==> config.mk <==
export PLATFORM = sky130hd
export DESIGN_NAME = knn_query_sequencer
export DESIGN_NICKNAME = d
export VERILOG_FILES = /design/src/rtl/knn_query_sequencer.sv
export SDC_FILE = /design/constraint.sdc
export NUM_CORES = 1
export LEC_CHECK = 0
export ABC_AREA = 1
export CAP_MARGIN = 10
export CORE_UTILIZATION = 45
export DETAILED_ROUTE_END_ITERATION = 16
export GPL_ROUTABILITY_DRIVEN = 1
export GPL_TIMING_DRIVEN = 0
export PLACE_DENSITY = 0.72
export REMOVE_ABC_BUFFERS = 1
export SETUP_SLACK_MARGIN = 0.02
export SYNTH_ARGS = -nofsm -noshare
export SYNTH_HDL_FRONTEND = slang
export SYNTH_SLANG_ARGS = --single-unit
==> constraint.sdc <==
create_clock -name clk -period 3.9 [get_ports clk]
set_clock_uncertainty 0.2 [all_clocks]
set_input_delay 0.78 -clock clk [delete_from_list [all_inputs] [get_ports clk]]
set_output_delay 0.78 -clock clk [all_outputs]
set_load 0.02 [all_outputs]
==> src/rtl/knn_query_sequencer.sv <==
// Query front-end for the kNN classifier: buffers samples in a FIFO, issues them over a
// level-held start/done handshake, and returns tagged results with a watchdog-driven halt.
module knn_query_sequencer #(
  parameter int DATA_WIDTH     = 8,
  parameter int NUM_FEATURES   = 2,
  parameter int FIFO_DEPTH     = 4,
  parameter int K_DEFAULT      = 3,
  parameter int TIMEOUT_CYCLES = 4095
) (
  input  logic                                 clk,
  input  logic                                 rst,
  input  logic                                 in_valid,
  output logic                                 in_ready,
  input  logic [DATA_WIDTH*NUM_FEATURES-1:0]   in_data,
  input  logic [DATA_WIDTH-1:0]                in_k,
  output logic                                 knn_start,
  output logic [DATA_WIDTH*NUM_FEATURES-1:0]   knn_test_data,
  output logic [DATA_WIDTH-1:0]                knn_k_value,
  input  logic                                 knn_done,
  input  logic                                 knn_class,
  output logic                                 res_valid,
  input  logic                                 res_ready,
  output logic                                 res_class,
  output logic [7:0]                           res_tag,
  output logic                                 res_timeout,
  output logic                                 busy,
  output logic [$clog2(FIFO_DEPTH):0]          fifo_count
);

  localparam int W  = DATA_WIDTH * NUM_FEATURES;
  localparam int EW = DATA_WIDTH + W;
  localparam int AW = $clog2(FIFO_DEPTH);
  localparam int CW = AW + 1;
  localparam logic [15:0] TIMER_LAST = 16'(TIMEOUT_CYCLES - 1);

  typedef enum logic [2:0] {
    S_IDLE,
    S_WAIT_DONE,
    S_RELEASE,
    S_OUTPUT,
    S_HALT
  } state_t;

  state_t state_q, state_d;

  logic [EW-1:0] mem_q [FIFO_DEPTH];
  logic [AW-1:0] wr_ptr_q, wr_ptr_d;
  logic [AW-1:0] rd_ptr_q, rd_ptr_d;
  logic [CW-1:0] count_q, count_d;
  logic          ready_en_q;

  logic                  knn_start_q, knn_start_d;
  logic [W-1:0]          test_data_q, test_data_d;
  logic [DATA_WIDTH-1:0] k_value_q, k_value_d;
  logic                  res_valid_q, res_valid_d;
  logic                  res_class_q, res_class_d;
  logic                  res_timeout_q, res_timeout_d;
  logic [7:0]            res_tag_q, res_tag_d;
  logic [15:0]           timer_q, timer_d;

  logic                  push;
  logic                  pop;
  logic                  halted;
  logic [DATA_WIDTH-1:0] k_eff;
  logic [EW-1:0]         head;

  // Handshakes: a query moves on in_valid && in_ready, a result on res_valid && res_ready.
  // in_ready is built from registered state only, so it never depends on in_valid.
  assign halted   = (state_q == S_HALT);
  assign in_ready = ready_en_q && !halted && (count_q < CW'(FIFO_DEPTH));
  assign push     = in_valid && in_ready;
  assign k_eff    = (in_k == '0) ? DATA_WIDTH'(K_DEFAULT) : in_k;
  assign head     = mem_q[rd_ptr_q];

  always_comb begin
    wr_ptr_d = wr_ptr_q;
    rd_ptr_d = rd_ptr_q;
    count_d  = count_q;
    if (push) wr_ptr_d = wr_ptr_q + AW'(1);
    if (pop)  rd_ptr_d = rd_ptr_q + AW'(1);
    case ({push, pop})
      2'b10:   count_d = count_q + CW'(1);
      2'b01:   count_d = count_q - CW'(1);
      default: count_d = count_q;
    endcase
  end

  // Storage needs no reset: resetting the pointers discards the contents.
  always_ff @(posedge clk) begin
    if (push) mem_q[wr_ptr_q] <= {k_eff, in_data};
  end

  always_comb begin
    state_d       = state_q;
    knn_start_d   = knn_start_q;
    test_data_d   = test_data_q;
    k_value_d     = k_value_q;
    res_valid_d   = res_valid_q;
    res_class_d   = res_class_q;
    res_timeout_d = res_timeout_q;
    res_tag_d     = res_tag_q;
    timer_d       = timer_q;
    pop           = 1'b0;
    case (state_q)
      S_IDLE: begin
        if (count_q != '0) begin
          pop         = 1'b1;
          test_data_d = head[W-1:0];
          k_value_d   = head[EW-1:W];
          knn_start_d = 1'b1;
          timer_d     = '0;
          state_d     = S_WAIT_DONE;
        end
      end
      S_WAIT_DONE: begin
        if (knn_done) begin
          res_class_d   = knn_class;
          res_timeout_d = 1'b0;
          knn_start_d   = 1'b0;
          state_d       = S_RELEASE;
        end else if (timer_q == TIMER_LAST) begin
          res_class_d   = 1'b0;
          res_timeout_d = 1'b1;
          knn_start_d   = 1'b0;
          state_d       = S_RELEASE;
        end else begin
          timer_d = timer_q + 16'd1;
        end
      end
      S_RELEASE: begin
        // Only present the result once the classifier has dropped done.
        if (!knn_done) begin
          res_valid_d = 1'b1;
          state_d     = S_OUTPUT;
        end
      end
      S_OUTPUT: begin
        if (res_ready) begin
          res_valid_d = 1'b0;
          res_tag_d   = res_tag_q + 8'd1;
          state_d     = res_timeout_q ? S_HALT : S_IDLE;
        end
      end
      S_HALT: begin
        state_d = S_HALT;
      end
      default: state_d = S_IDLE;
    endcase
  end

  always_ff @(posedge clk or negedge rst) begin
    if (!rst) begin
      state_q       <= S_IDLE;
      wr_ptr_q      <= '0;
      rd_ptr_q      <= '0;
      count_q       <= '0;
      ready_en_q    <= 1'b0;
      knn_start_q   <= 1'b0;
      test_data_q   <= '0;
      k_value_q     <= '0;
      res_valid_q   <= 1'b0;
      res_class_q   <= 1'b0;
      res_timeout_q <= 1'b0;
      res_tag_q     <= '0;
      timer_q       <= '0;
    end else begin
      state_q       <= state_d;
      wr_ptr_q      <= wr_ptr_d;
      rd_ptr_q      <= rd_ptr_d;
      count_q       <= count_d;
      ready_en_q    <= 1'b1;
      knn_start_q   <= knn_start_d;
      test_data_q   <= test_data_d;
      k_value_q     <= k_value_d;
      res_valid_q   <= res_valid_d;
      res_class_q   <= res_class_d;
      res_timeout_q <= res_timeout_d;
      res_tag_q     <= res_tag_d;
      timer_q       <= timer_d;
    end
  end

  assign knn_start     = knn_start_q;
  assign knn_test_data = test_data_q;
  assign knn_k_value   = k_value_q;
  assign res_valid     = res_valid_q;
  assign res_class     = res_class_q;
  assign res_timeout   = res_timeout_q;
  assign res_tag       = res_tag_q;
  assign fifo_count    = count_q;
  assign busy          = (state_q != S_IDLE) || (count_q != '0);

endmodule

==> results.toml <==
[timing]
hold_violations = 0
slew_headroom_pct = 27.6
worst_pin_slew_ns = 1.09
rsz0062_at_grt = "false"
clock.fmax_ghz = 0.340
timing.hold.ws_ns = 0.261
layout_setup_ws_ns = 0.959
finalCriticalPeriod_ns = 2.94
drv_slew = 0
period_share_pct = 75.4
finalSetupViolCount = 0

[setup_path]
path_buf_inv = 2
crit_path_start_kind = "flip-flop"
arrival_ns = 3.04
path_max_fanout = 51
worstSetupPathType = "flip-flop to flip-flop"
cpMaxStageDelayCell = "inv_2"
required_ns = 4.00
cp-end-kind = "flip-flop"
r2r_slack_ns = 0.96
max_stage_delay_ns = 0.71
path_cells = "inv_1 -> nand2_1 -> nor2_1 -> nand2_1 -> inv_2 -> ha_1 -> fa_1 -> mux2_2"
critPathMostFrequentCell = "nand2_1"
crit_family = "buffers and inverters"

[layout]
final_cells = 882
layout-drive-gt1-share_pct = 7.45
final_area_um2 = 8120
syn2layout_area_growth_pct = 20.8
final_util_pct = 55.9
fillerInstances = 1201
fin_nets = 724
n_antenna_cell = 0

[logic_synthesis]
ys_warn_count = 0
ys_ff_latch = 159
avgSynthCellArea_um2 = 10.8
synth-edff-count = 96
synth.area.top_cells = "edfxtp_1, dfrtp_1, nor2_1, nand2_1, o21ai_0"
synth_most_common_cell = "nor2_1"
yosys.area.top_type = "edfxtp_1"
postSynthCellCount = 625
ys_seq_area_share_pct = 66.3
netlist_area_um2 = 6720
synth-async-reset-ratio_pct = 39.6
synth.distinct_cells = 39
synthFlopType = "edfxtp_1"
netlist.area_leader.share_pct = 42.9
synth_common_cells = "nor2_1, edfxtp_1, nand2_1"

[min_path]
holdCritPathClass = "input port to async pin"

[clock_tree]
postCtsSetupBuffers = 0
cts_tree = "built"
root_buffer = "clkbuf_16"
cts_resized = 0
cts_sinks = 159
clockBufferDepth = 2
cts_buffers = 17
clk_pin_slew_worst_paths_ns = 0.06
clk_latency_ns = 0.42
h-tree-depth = 4
holdBufCountCts = 0

[global_route]
grt_usage_pct = 18.8
overflow = 0
grt_pass1_vias = 4578
grt_start_max_net_pins = 64
grt_pass1_wl_mm = 22.7
antenna_found_initial = 0

[job]
cap_viol_max_count = 0

[route]
wire_per_inst_um = 15.5
drt_first_pass_iters = 4
drc = 0
wirelength_mm = 13.7
ant_nets = 0
via_per_inst = 5.20
drt_iter0_drc = 345
vias = 4589

[die]
die_w_um = 124
core_um2 = 14500
start_util_pct = 46.3
rows = 44
ios = 71
dieArea_um2 = 15400
die_y_um = 124

[placement]
placedInstanceArea_um2 = 7550
placed_cells = 850
dp_hpwl_mm = 8.17
gp_congestion = 0.830
port_buffers = 70
dp_slack_ns = 0.959

[power_and_ir_drop]
sw_frac_of_total_pct = 36.1
netSwitchingPower_mw = 2.16
seq_power_share_pct = 40.4
ir_drop_mv = 0.497
clockPowerShare_pct = 26.7
leakage_nw = 3.13
power.combinational.fraction_pct = 32.9
p_int_mw = 3.83
pwr_density_cell_nw_per_um2 = 739

[run_status]
outcome = "finished, final reports clean"
sequential cells by signal, indices dropped and copies added, names as in the netlist, 2 cells and up:
| register | count |
|---|---|
| mem_q | 96 |
| knn_test_data | 16 |
| timer_q | 16 |
| knn_k_value | 8 |
| res_tag | 8 |
| fifo_count | 3 |
| state_q | 3 |
| rd_ptr_q | 2 |
| wr_ptr_q | 2 |
cell usage in the layout (no fill, tap or decap), types with 2 or more instances in the layout:
master / netlist / final
nor2_4: 1 / 5
o21ai_2: 7 / 7
inv_6: 0 / 4
a31oi_1: 24 / 24
bufinv_16: 0 / 2
o21ai_0: 53 / 53
edfxtp_1: 96 / 96
clkbuf_1: 11 / 2
clkbuf_16: 0 / 17
o41ai_1: 2 / 2
nand3_1: 20 / 20
xnor2_1: 7 / 7
nand4_1: 7 / 7
clkdlybuf4s50_1: 0 / 69
clkinv_4: 0 / 2
o21bai_1: 3 / 3
a21oi_1: 4 / 4
xor2_1: 8 / 8
inv_1: 36 / 36
ha_1: 8 / 8
nand2_1: 79 / 79
clkinv_2: 0 / 3
dfrtp_1: 63 / 62
nor3_1: 3 / 3
nor2_1: 159 / 155
clkinv_1: 0 / 2
cell type report:
type / count / area, um^2 / area share (%)
Clock inverter: 13 / 135 / 1.66
Inverter: 37 / 139 / 1.71
Multi-Input combinational cell: 399 / 1990 / 24.6
Clock buffer: 19 / 433 / 5.33
Timing Repair Buffer: 71 / 726 / 8.94
Sequential cell: 159 / 4460 / 54.9
Tap cell: 184 / 230 / 2.84
power groups by stage:
stage | clock network [mW] | registers (mW) | logic (mW)
finish | 1.60 | 2.42 | 1.97
detailed placement | 0 | 2.46 | 1.99
global placement | 0 | 2.45 | 1.87
global route | 1.70 | 2.47 | 2.20
CTS | 1.63 | 2.43 | 2.00
floorplan | 0 | 2.57 | 0.993
metrics by stage:
| step | power (mW) | TNS [ns] |
|---|---|---|
| after global routing | 6.37 | 0 |
| after floorplan | 3.56 | 0 |
| after detailed placement | 4.44 | 0 |
| after global placement | 4.32 | -36.62 |
| after CTS | 6.06 | 0 |
| final | 6.00 | 0 |
worst paths after layout:
path / startpoint / to / depth (start not counted)
max: state_q[0] / fifo_count[1] / 8
min: rst / state_q[2] / 1
max reg2reg: state_q[0] / fifo_count[1] / 8
min reg2reg: res_tag[7] / res_tag[7] / 1
max in group asynchronous: rst / rd_ptr_q[0] / 1
min in group clk: res_tag[7] / res_tag[7] / 1
layer usage:
layer / share of wire (%) / global-route usage, %
met5: 0 / 0
met2: 50 / 31.1
met1: 44 / 23.8
met3: 5.6 / 4.83
met4: 1.0 / 6.59
kinds of logic (layout without fill, tap and decap cells):
group / Yosys count / after routing / share of synthesized area [%]
AOI/OAI and AO/OA: 97 / 97 / 8.41
xor gates and xnor gates: 15 / 15 / 1.95
adders and majority gates: 9 / 9 / 1.79
buffers and inverters: 67 / 140 / 4.45
DFF: 159 / 159 / 66.3
muxes: 1 / 1 / 0.167
other: 1 / 1 / 0.0558
and+or+nand+nor: 276 / 276 / 16.8
Power figures use the tool's default switching activity.
